===== src/rtl/ps2_pkg.sv =====
// Shared constants and types for the PS/2 keyboard receive path.
package ps2_pkg;

  localparam logic [7:0] PS2_BREAK_CODE         = 8'hF0;
  localparam logic [7:0] PS2_EXT_CODE           = 8'hE0;
  localparam int         PS2_DEFAULT_TIMEOUT    = 12000;
  localparam int         PS2_DEFAULT_FILTER_LEN = 4;

  typedef enum logic [1:0] {IDLE, DATA, PARITY, STOP} rx_state_t;

  // Odd parity: data bits plus parity bit must contain an odd number of ones.
  function automatic logic odd_parity_ok(input logic [7:0] d, input logic p);
    return ^{d, p};
  endfunction

endpackage


===== src/rtl/ps2_line_filter.sv =====
// Synchronizes both PS/2 lines and deglitches the clock; emits a one-cycle
// pulse on each filtered clock falling edge plus the synchronized data level.
module ps2_line_filter #(
  parameter int FILTER_LEN = 4
) (
  input  logic clk,
  input  logic reset,
  input  logic ps2_clk,
  input  logic ps2_data,
  output logic fall,
  output logic data
);

  localparam int CW = $clog2(FILTER_LEN + 1);

  logic [1:0]    clk_sync;
  logic [1:0]    data_sync;
  logic          filt;
  logic [CW-1:0] cnt;

  // cnt tracks how many consecutive synchronized samples disagree with filt.
  always_ff @(posedge clk) begin
    if (reset) begin
      clk_sync  <= 2'b11;
      data_sync <= 2'b11;
      filt      <= 1'b1;
      cnt       <= '0;
      fall      <= 1'b0;
    end else begin
      clk_sync  <= {clk_sync[0], ps2_clk};
      data_sync <= {data_sync[0], ps2_data};
      fall      <= 1'b0;
      if (clk_sync[1] == filt) begin
        cnt <= '0;
      end else if (cnt == CW'(FILTER_LEN - 1)) begin
        filt <= clk_sync[1];
        cnt  <= '0;
        fall <= filt;
      end else begin
        cnt <= cnt + 1'b1;
      end
    end
  end

  assign data = data_sync[1];

endmodule


===== src/rtl/ps2_keyboard_rx.sv =====
// PS/2 keyboard receiver: deserializes 11-bit frames, checks parity/stop,
// and folds F0/E0 prefixes into flags on the following key event.
module ps2_keyboard_rx
  import ps2_pkg::*;
#(
  parameter int TIMEOUT_CYCLES = PS2_DEFAULT_TIMEOUT,
  parameter int FILTER_LEN     = PS2_DEFAULT_FILTER_LEN
) (
  input  logic       clk,
  input  logic       reset,
  input  logic       ps2_clk,
  input  logic       ps2_data,
  output logic [7:0] scan_code,
  output logic       key_valid,
  output logic       key_break,
  output logic       key_extended,
  output logic       frame_err
);

  localparam int TW = $clog2(TIMEOUT_CYCLES + 1);

  logic          fall;
  logic          data;
  rx_state_t     state;
  logic [2:0]    bit_cnt;
  logic [7:0]    shift;
  logic          parity_bit;
  logic          break_pending;
  logic          ext_pending;
  logic [TW-1:0] to_cnt;

  ps2_line_filter #(.FILTER_LEN(FILTER_LEN)) u_filter (
    .clk      (clk),
    .reset    (reset),
    .ps2_clk  (ps2_clk),
    .ps2_data (ps2_data),
    .fall     (fall),
    .data     (data)
  );

  always_ff @(posedge clk) begin
    if (reset) begin
      state         <= IDLE;
      bit_cnt       <= '0;
      shift         <= '0;
      parity_bit    <= 1'b0;
      break_pending <= 1'b0;
      ext_pending   <= 1'b0;
      to_cnt        <= '0;
      scan_code     <= '0;
      key_valid     <= 1'b0;
      key_break     <= 1'b0;
      key_extended  <= 1'b0;
      frame_err     <= 1'b0;
    end else begin
      key_valid <= 1'b0;
      frame_err <= 1'b0;
      if (fall) begin
        // A fall always wins over a simultaneous timeout.
        to_cnt <= '0;
        case (state)
          IDLE: begin
            if (!data) begin
              state   <= DATA;
              bit_cnt <= '0;
            end
          end
          DATA: begin
            shift   <= {data, shift[7:1]};
            bit_cnt <= bit_cnt + 1'b1;
            if (bit_cnt == 3'd7) state <= PARITY;
          end
          PARITY: begin
            parity_bit <= data;
            state      <= STOP;
          end
          STOP: begin
            state <= IDLE;
            if (data && odd_parity_ok(shift, parity_bit)) begin
              if (shift == PS2_BREAK_CODE) begin
                break_pending <= 1'b1;
              end else if (shift == PS2_EXT_CODE) begin
                ext_pending <= 1'b1;
              end else begin
                key_valid     <= 1'b1;
                scan_code     <= shift;
                key_break     <= break_pending;
                key_extended  <= ext_pending;
                break_pending <= 1'b0;
                ext_pending   <= 1'b0;
              end
            end else begin
              frame_err     <= 1'b1;
              break_pending <= 1'b0;
              ext_pending   <= 1'b0;
            end
          end
          default: state <= IDLE;
        endcase
      end else if (state != IDLE) begin
        if (to_cnt == TW'(TIMEOUT_CYCLES - 1)) begin
          state         <= IDLE;
          to_cnt        <= '0;
          frame_err     <= 1'b1;
          break_pending <= 1'b0;
          ext_pending   <= 1'b0;
        end else begin
          to_cnt <= to_cnt + 1'b1;
        end
      end else begin
        to_cnt <= '0;
      end
    end
  end

endmodule


===== config.mk =====
export PLATFORM = sky130hd
export DESIGN_NAME = ps2_keyboard_rx
export DESIGN_NICKNAME = d
export VERILOG_FILES = /design/src/rtl/ps2_pkg.sv /design/src/rtl/ps2_line_filter.sv /design/src/rtl/ps2_keyboard_rx.sv
export SDC_FILE = /design/constraint.sdc
export NUM_CORES = 1
export LEC_CHECK = 0
export BUFFER_PORTS_ARGS = -buffer_cell sky130_fd_sc_hd__buf_2
export CELL_PAD_IN_SITES_DETAIL_PLACEMENT = 0
export CELL_PAD_IN_SITES_GLOBAL_PLACEMENT = 1
export CORE_MARGIN = 1
export CORE_UTILIZATION = 45
export DETAILED_ROUTE_END_ITERATION = 8
export GPL_TIMING_DRIVEN = 0
export HOLD_SLACK_MARGIN = 0.06
export PLACE_DENSITY_LB_ADDON = 0.1
export SETUP_SLACK_MARGIN = 0.05
export SYNTH_ARGS = -nofsm -noshare
export SYNTH_HDL_FRONTEND = slang
export SYNTH_HIERARCHICAL = 1
export SYNTH_SLANG_ARGS = --single-unit

===== constraint.sdc =====
create_clock -name clk -period 2.12 [get_ports clk]
set_clock_uncertainty 0.05 [all_clocks]
set_input_delay 0.424 -clock clk [delete_from_list [all_inputs] [get_ports clk]]
set_output_delay 0.424 -clock clk [all_outputs]
set_load 0.005 [all_outputs]

==> out/qor.csv, run 1 <==
stage,metric,value,unit
grt,grt_max_degree,19,
setup_path,endpoint_kind,register,
grt,overflow,0,
yosys,synth_cells,253,
cts,cts.path.max_buffers,2,
setup_path,worstPathArrival,2.11,ns
grt,grt_pass1_vias,1578,
place,io_buffers,15,
cts,insertion_delay,0.31,ns
cts,numClockSinks,51,
place,gp_congestion,0.726,
floorplan,die_h,74.1,um
pwr,peakVddDrop,0.000280,V
timing,min_period,1.98,ns
setup_path,crit_chain,xnor2_1 > xnor3_2 > or4b_1 > a21oi_1 > nor4_1,
cells_and_area,stdcell_count,346,
cts,numCtsBuffers,5,
setup_path,required,2.25,ns
place,numPlacedInstances,335,
routing,antenna_left,0,
yosys,ys_seq_elements,51,
pwr,leakage,0.962,nW
yosys,synth-main-ff-cell,dfxtp_1,
yosys,ys_seq_area_share,43.6,%
routing,drt_iter0_markers,75,
yosys,yosysTopAreaCell,dfxtp_1,
timing,hold_viol,0,
floorplan,rows,25,
cells_and_area,areaGrowthSynthToFinish,13.1,%
setup_path,slowest_stage,xnor3_2,
timing,grt_setup_unrepaired,no,
yosys,yosys_warnings,6,
place,dp_hpwl,2970,um
cts,htreeDepth,2,
cts,path_clk_slew,0.10,ns
yosys,yosys-top-cells-count,"dfxtp_1 (51), nor2_1 (23), nand2_1 (20)",
yosys,synth-edff-count,0,
place,post-place-ws,-0.0483,ns
worst_hold_path,min_delay_path_depth,2,
grt,grt_use_total,17.0,%
timing,layout_worst_path_cycle_share,93.4,%
grt,grt_antenna_before_repair,0,
timing,fmax,0.505,GHz
setup_path,ff2ff_path_depth,5,
yosys,syn-num-nets,266,
timing,worst_pin_slew,0.485,ns
cts,cts_tree,yes,
floorplan,pin_count,16,
timing,slew_headroom,67.5,%
timing,setup-violations-final,0,
routing,wl_per_cell,12.0,um
routing,vias,1745,
yosys,yosys.area.top_type_share,43.6,%
yosys,syn_area,2340,um^2
yosys,synthTopCellsByArea,"dfxtp_1 (44%), ha_1 (4.8%), xor2_1 (4.5%)",
cells_and_area,diodes,0,
routing,drc_errors,0,
yosys,synth.most_common_cell,dfxtp_1,
floorplan,die_x,74.1,um
timing,drv_slew,0,
yosys,async_flop_share,0,%
setup_path,cp_max_fo,5,
routing,viasPerCell,5.04,
setup_path,slowest_delay,0.50,ns
cells_and_area,drive_above_1_share,16.5,%
worst_hold_path,min_path_type,in -> reg,
timing,fin_hold_ws,0.242,ns
floorplan,core-area,4880,um^2
cts,clockRootBuffer,clkbuf_8,
setup_path,cp-start-kind,register,
routing,first_pass_iters,4,
timing,worst_slack,0.139,ns
cells_and_area,fin_util,54.3,%
routing,wirelength,4140,um
yosys,netlist-cell-type-count,45,
outcome,status,"finished, final reports clean",
pwr,power.density,595,nW/um^2
floorplan,die-area,5500,um^2
floorplan,start_util,48.0,%
cells_and_area,nNetsFinal,291,
yosys,avgSynthCellArea,9.26,um^2
run,cap_violations,0,
setup_path,critical_path_class,reg -> reg,
grt,grt_pass1_wl,7200,um
==> state kept, by name, indices dropped and copies added (netlist names) <==
signal	count
ext_pending	1
key_valid	1
u_filter/fall	1
u_filter/filt	1
key_break	1
parity_bit	1
state	2
bit_cnt	3
to_cnt	14
u_filter/clk_sync	2
shift	8
u_filter/data_sync	2
key_extended	1
frame_err	1
scan_code	8
break_pending	1
u_filter/cnt	3
==> what timing repair did <==
action                     CTS  global route
hold buffers                 0             0
setup endpoints to repair   19            28
pin swaps                    0             1
setup buffers                3             0
resized for setup            1            13
==> cell type report <==
cell class | instances | area, um^2
clock inverters | 3 | 26.3
repair buffers | 18 | 97.6
fillers | 469 | 2230
multi-input cells | 181 | 1260
clock buffers | 5 | 68.8
inverters | 9 | 33.8
plain buffers | 12 | 50.0
flip-flops and latches | 51 | 1020
well taps | 67 | 83.8
==> logic make-up (layout without fill, tap and decap cells) <==
kind of cell,count (synthesis),after routing,synth area share [%]
XOR/XNOR,23,23,10.5
flip-flops,51,51,43.6
AND/OR/NAND/NOR,108,108,24.9
multiplexers,9,9,4.38
buffers and inverters,21,47,3.42
AO/OA/AOI/OAI,32,32,8.44
adder cells (fa/ha/maj),9,9,4.81
==> final timing paths <==
check / from / endpoint / slack [ns]
max: shift[0] / scan_code[2] / 0.14
min: ps2_data / u_filter/data_sync[0] / 0.24
max reg2reg: shift[0] / scan_code[2] / 0.14
min reg2reg: u_filter/clk_sync[0] / u_filter/clk_sync[1] / 0.37
==> routing by layer <==
metal  routed length, um  share of wire [%]  vias to the layer above  track usage (%)
li1                    -                  -                      919                -
met1                2160                 52                      801             23.1
met2                1830                 44                       19             26.5
met3                  98                2.4                        6             4.07
met4                  55                1.3                        0             5.77
met5                   0                  0                        -                0
==> worst max-delay path: cells and delay by family (launching register included) <==
kind	cells	cell delay [ns]
XOR/XNOR	2	0.65
AND/OR/NAND/NOR	2	0.55
flip-flops	1	0.44
AO/OA/AOI/OAI	1	0.17
==> per-stage QoR <==
step | setup TNS, ns | total power (W) | instance area (um^2)
2_1_floorplan | 0 | 0.00100 | 2340
3_3_place_gp | -0.744 | 0.00101 | 2500
3_5_place_dp | -0.396 | 0.00101 | 2500
4_1_cts | 0 | 0.00160 | 2620
5_1_grt | 0 | 0.00164 | 2650
6_report | 0 | 0.00158 | 2650
==> power breakdown <==
group / total (W) / leakage (nW) / switching [W] / internal [W]
sequential: 0.000964 / 0.413 / 0.00000266 / 0.000961
combinational: 0.0000277 / 0.500 / 0.0000156 / 0.0000121
clock: 0.000585 / 0.0491 / 0.000341 / 0.000243
==> cells in the final DEF (no fill, tap or decap), drive strengths merged, types with 2 or more instances in the layout <==
cell type   n
a21oi      14
a31oi       2
a32oi       2
and3        4
and4        4
buf        22
clkbuf     13
dfxtp      51
ha          9
inv        11
mux2i       9
nand2      20
nand2b     15
nand3      19
nor2       23
nor2b       3
nor4        3
nor4b       2
o21ai       7
or2         5
xnor2       8
xnor3       2
xor2       12
Power figures use the tool's default switching activity.
==> run 2, diff against run 1 <==
Settings changed: CORE_UTILIZATION 45 to 40.
Clock period 2.12 ns to 1.69 ns, I/O delays scaled along.
==> out/qor.csv, run 2 (synthesized netlist as in run 1, its figures left out) <==
stage,metric,value,unit,change
cts,cts_tree,yes,,unchanged
grt,grt_antenna_before_repair,0,,unchanged
timing,grt_setup_unrepaired,yes,,was no
place,io_buffers,15,,unchanged
grt,grt_max_degree,18,,was 19
setup_path,endpoint_kind,register,,unchanged
cells_and_area,nNetsFinal,301,,was 291
cts,htreeDepth,2,,unchanged
setup_path,cp_max_fo,4,,was 5
setup_path,critical_path_class,reg -> reg,,unchanged
cells_and_area,largest_reg_flops,14,,unchanged
cts,cts.path.max_buffers,2,,unchanged
floorplan,rows,27,,was 25
setup_path,cp-start-kind,register,,unchanged
cells_and_area,reg.largest.list,"to_cnt (14), scan_code (8), shift (8)",,unchanged
cells_and_area,areaGrowthSynthToFinish,29.3,%,was 13.1%
timing,setup-violations-final,27,,was 0
setup_path,required,1.83,ns,was 2.25 ns
cells_and_area,largest_register,to_cnt,,unchanged
cts,clockRootBuffer,clkbuf_8,,unchanged
cells_and_area,drive_above_1_share,33.2,%,was 16.5%
cells_and_area,diodes,0,,unchanged
worst_hold_path,min_to,u_filter/clk_sync[0],,was u_filter/data_sync[0]
timing,hold_viol,0,,unchanged
timing,worst_pin_slew,0.491,ns,was 0.485 ns
cts,numClockSinks,51,,unchanged
cts,numCtsBuffers,5,,unchanged
timing,layout_worst_path_cycle_share,111,%,was 93.4%
routing,antenna_left,0,,unchanged
timing,min_period,1.88,ns,was 1.98 ns
run,cap_violations,0,,unchanged
setup_path,timing.rr.start,shift[3],,was shift[0]
floorplan,pin_count,16,,unchanged
routing,viasPerCell,5.03,,was 5.04
floorplan,die_x,78.5,um,was 74.1 um
timing,fmax,0.531,GHz,was 0.505 GHz
setup_path,rrSetupSlack,-0.19,ns,was 0.14 ns
setup_path,slowest_stage,or4b_4,,was xnor3_2
routing,wirelength,4840,um,was 4140 um
routing,drt_iter0_markers,55,,was 75
cells_and_area,mostFrequentLayoutCell,dfxtp_1,,unchanged
floorplan,start_util,42.0,%,was 48.0%
place,gp_congestion,0.698,,was 0.726
place,post-place-ws,-0.387,ns,was -0.0483 ns
cells_and_area,multiInputGateArea,1470,um^2,was 1260 um^2
timing,fin_hold_ws,0.150,ns,was 0.242 ns
routing,drc_errors,0,,unchanged
outcome,violations,negative setup slack,,
setup_path,slowest_delay,0.50,ns,about the same
setup_path,ff2ff_path_depth,5,,unchanged
timing,slew_headroom,67.3,%,was 67.5%
pwr,leakage,1.07,nW,was 0.962 nW
worst_hold_path,min_path_type,in -> reg,,unchanged
grt,grt_pass1_wl,8000,um,was 7200 um
pwr,peakVddDrop,0.000332,V,was 0.000280 V
grt,grt_pass1_vias,1679,,"was 1,578"
cells_and_area,seq_area,1050,um^2,was 1020 um^2
cells_and_area,fillers,515,,was 469
grt,grt_use_total,16.8,%,was 17.0%
routing,vias,1815,,"was 1,745"
cts,insertion_delay,0.31,ns,about the same
floorplan,die-area,6170,um^2,was 5500 um^2
cells_and_area,fin_util,54.3,%,about the same
place,dp_hpwl,3140,um,was 2970 um
grt,overflow,0,,unchanged
outcome,status,"finished, violations left",,"was finished, final reports clean"
worst_hold_path,min_delay_path_depth,2,,unchanged
routing,first_pass_iters,4,,unchanged
routing,wl_per_cell,13.4,um,was 12.0 um
pwr,power.density,649,nW/um^2,was 595 nW/um^2
cells_and_area,final_cell_mix,"dfxtp_1 (40), nand3_1 (19), nand2_1 (19)",,"was dfxtp_1 (48), nor2_1 (23), nand2_1 (20)"
timing,drv_slew,0,,unchanged
worst_hold_path,min_from,ps2_clk,,was ps2_data
timing,worst_slack,-0.193,ns,was 0.139 ns
setup_path,worstPathArrival,2.02,ns,was 2.11 ns
floorplan,die_h,78.5,um,was 74.1 um
cts,path_clk_slew,0.10,ns,about the same
floorplan,core-area,5570,um^2,was 4880 um^2
setup_path,reg2reg_to,scan_code[2],,unchanged
setup_path,crit_chain,xnor2_4 > xnor3_2 > or4b_4 > a21oi_2 > nor4_1,,was xnor2_1 > xnor3_2 > or4b_1 > a21oi_1 > nor4_1
run 2: area by class of cell:
| cell class | count | area share [%] |
|---|---|---|
| sequential | 51 | 34.8 |
| timing repair buffer | 31 | 7.44 |
| clock buffer | 5 | 2.27 |
| inverter | 9 | 1.12 |
| clock inverter | 3 | 0.785 |
| tap | 72 | 2.98 |
| buffer | 9 | 1.94 |
| multi-input combinational | 181 | 48.6 |
run 2: what timing repair did:
| item | 4_1_cts | 5_1_grt |
|---|---|---|
| gates cloned | 1 | 0 |
| pin swaps | 16 | 12 |
| hold buffers | 0 | 0 |
| buffers inserted | 12 | 3 |
| setup endpoints to repair | 35 | 34 |
| gates resized for setup | 37 | 40 |
run 2: how the worst max path moves through the flow:
stage                  start           end  cells past startpoint
finish              shift[3]  scan_code[2]                      5
global route        shift[3]  scan_code[2]                      5
CTS                 shift[6]  scan_code[2]                      5
detailed placement  shift[5]  scan_code[5]                      4
global placement    shift[5]  key_extended                      4
floorplan           shift[4]  scan_code[2]                      5
run 2: per-layer routing:
| layer | global-route usage [%] | share of wire, % | wire length, um |
|---|---|---|---|
| met1 | 22.7 | 51 | 2480 |
| met3 | 3.60 | 2.6 | 126 |
| met2 | 25.5 | 45 | 2150 |
| met4 | 7.04 | 1.5 | 72 |
| met5 | 0 | 0 | 0 |
run 2: through the flow:
stage | TNS (ns) | instances | power [W] | cell area (um^2)
final | -1.91 | 361 | 0.00197 | 3030
after global placement | -8.11 | 340 | 0.00127 | 2540
after detailed placement | -8.67 | 340 | 0.00127 | 2540
after CTS | -3.07 | 360 | 0.00200 | 2870
after floorplan | -1.05 | 253 | 0.00126 | 2380
after global routing | -3.69 | 361 | 0.00205 | 3030
run 2: report_power, final:
| group | internal (W) | total [W] | switching [W] |
|---|---|---|---|
| Combinational | 0.0000158 | 0.0000364 | 0.0000206 |
| Sequential | 0.00119 | 0.00120 | 0.00000387 |
| Clock | 0.000297 | 0.000733 | 0.000436 |
run 2: critical path: cells and delay by family (launching register included):
family                    cells  cell delay (ns)
xor gates and xnor gates      2             0.65
and+or+nand+nor               2             0.56
DFF                           1             0.39
AOI/OAI and AO/OA             1             0.13
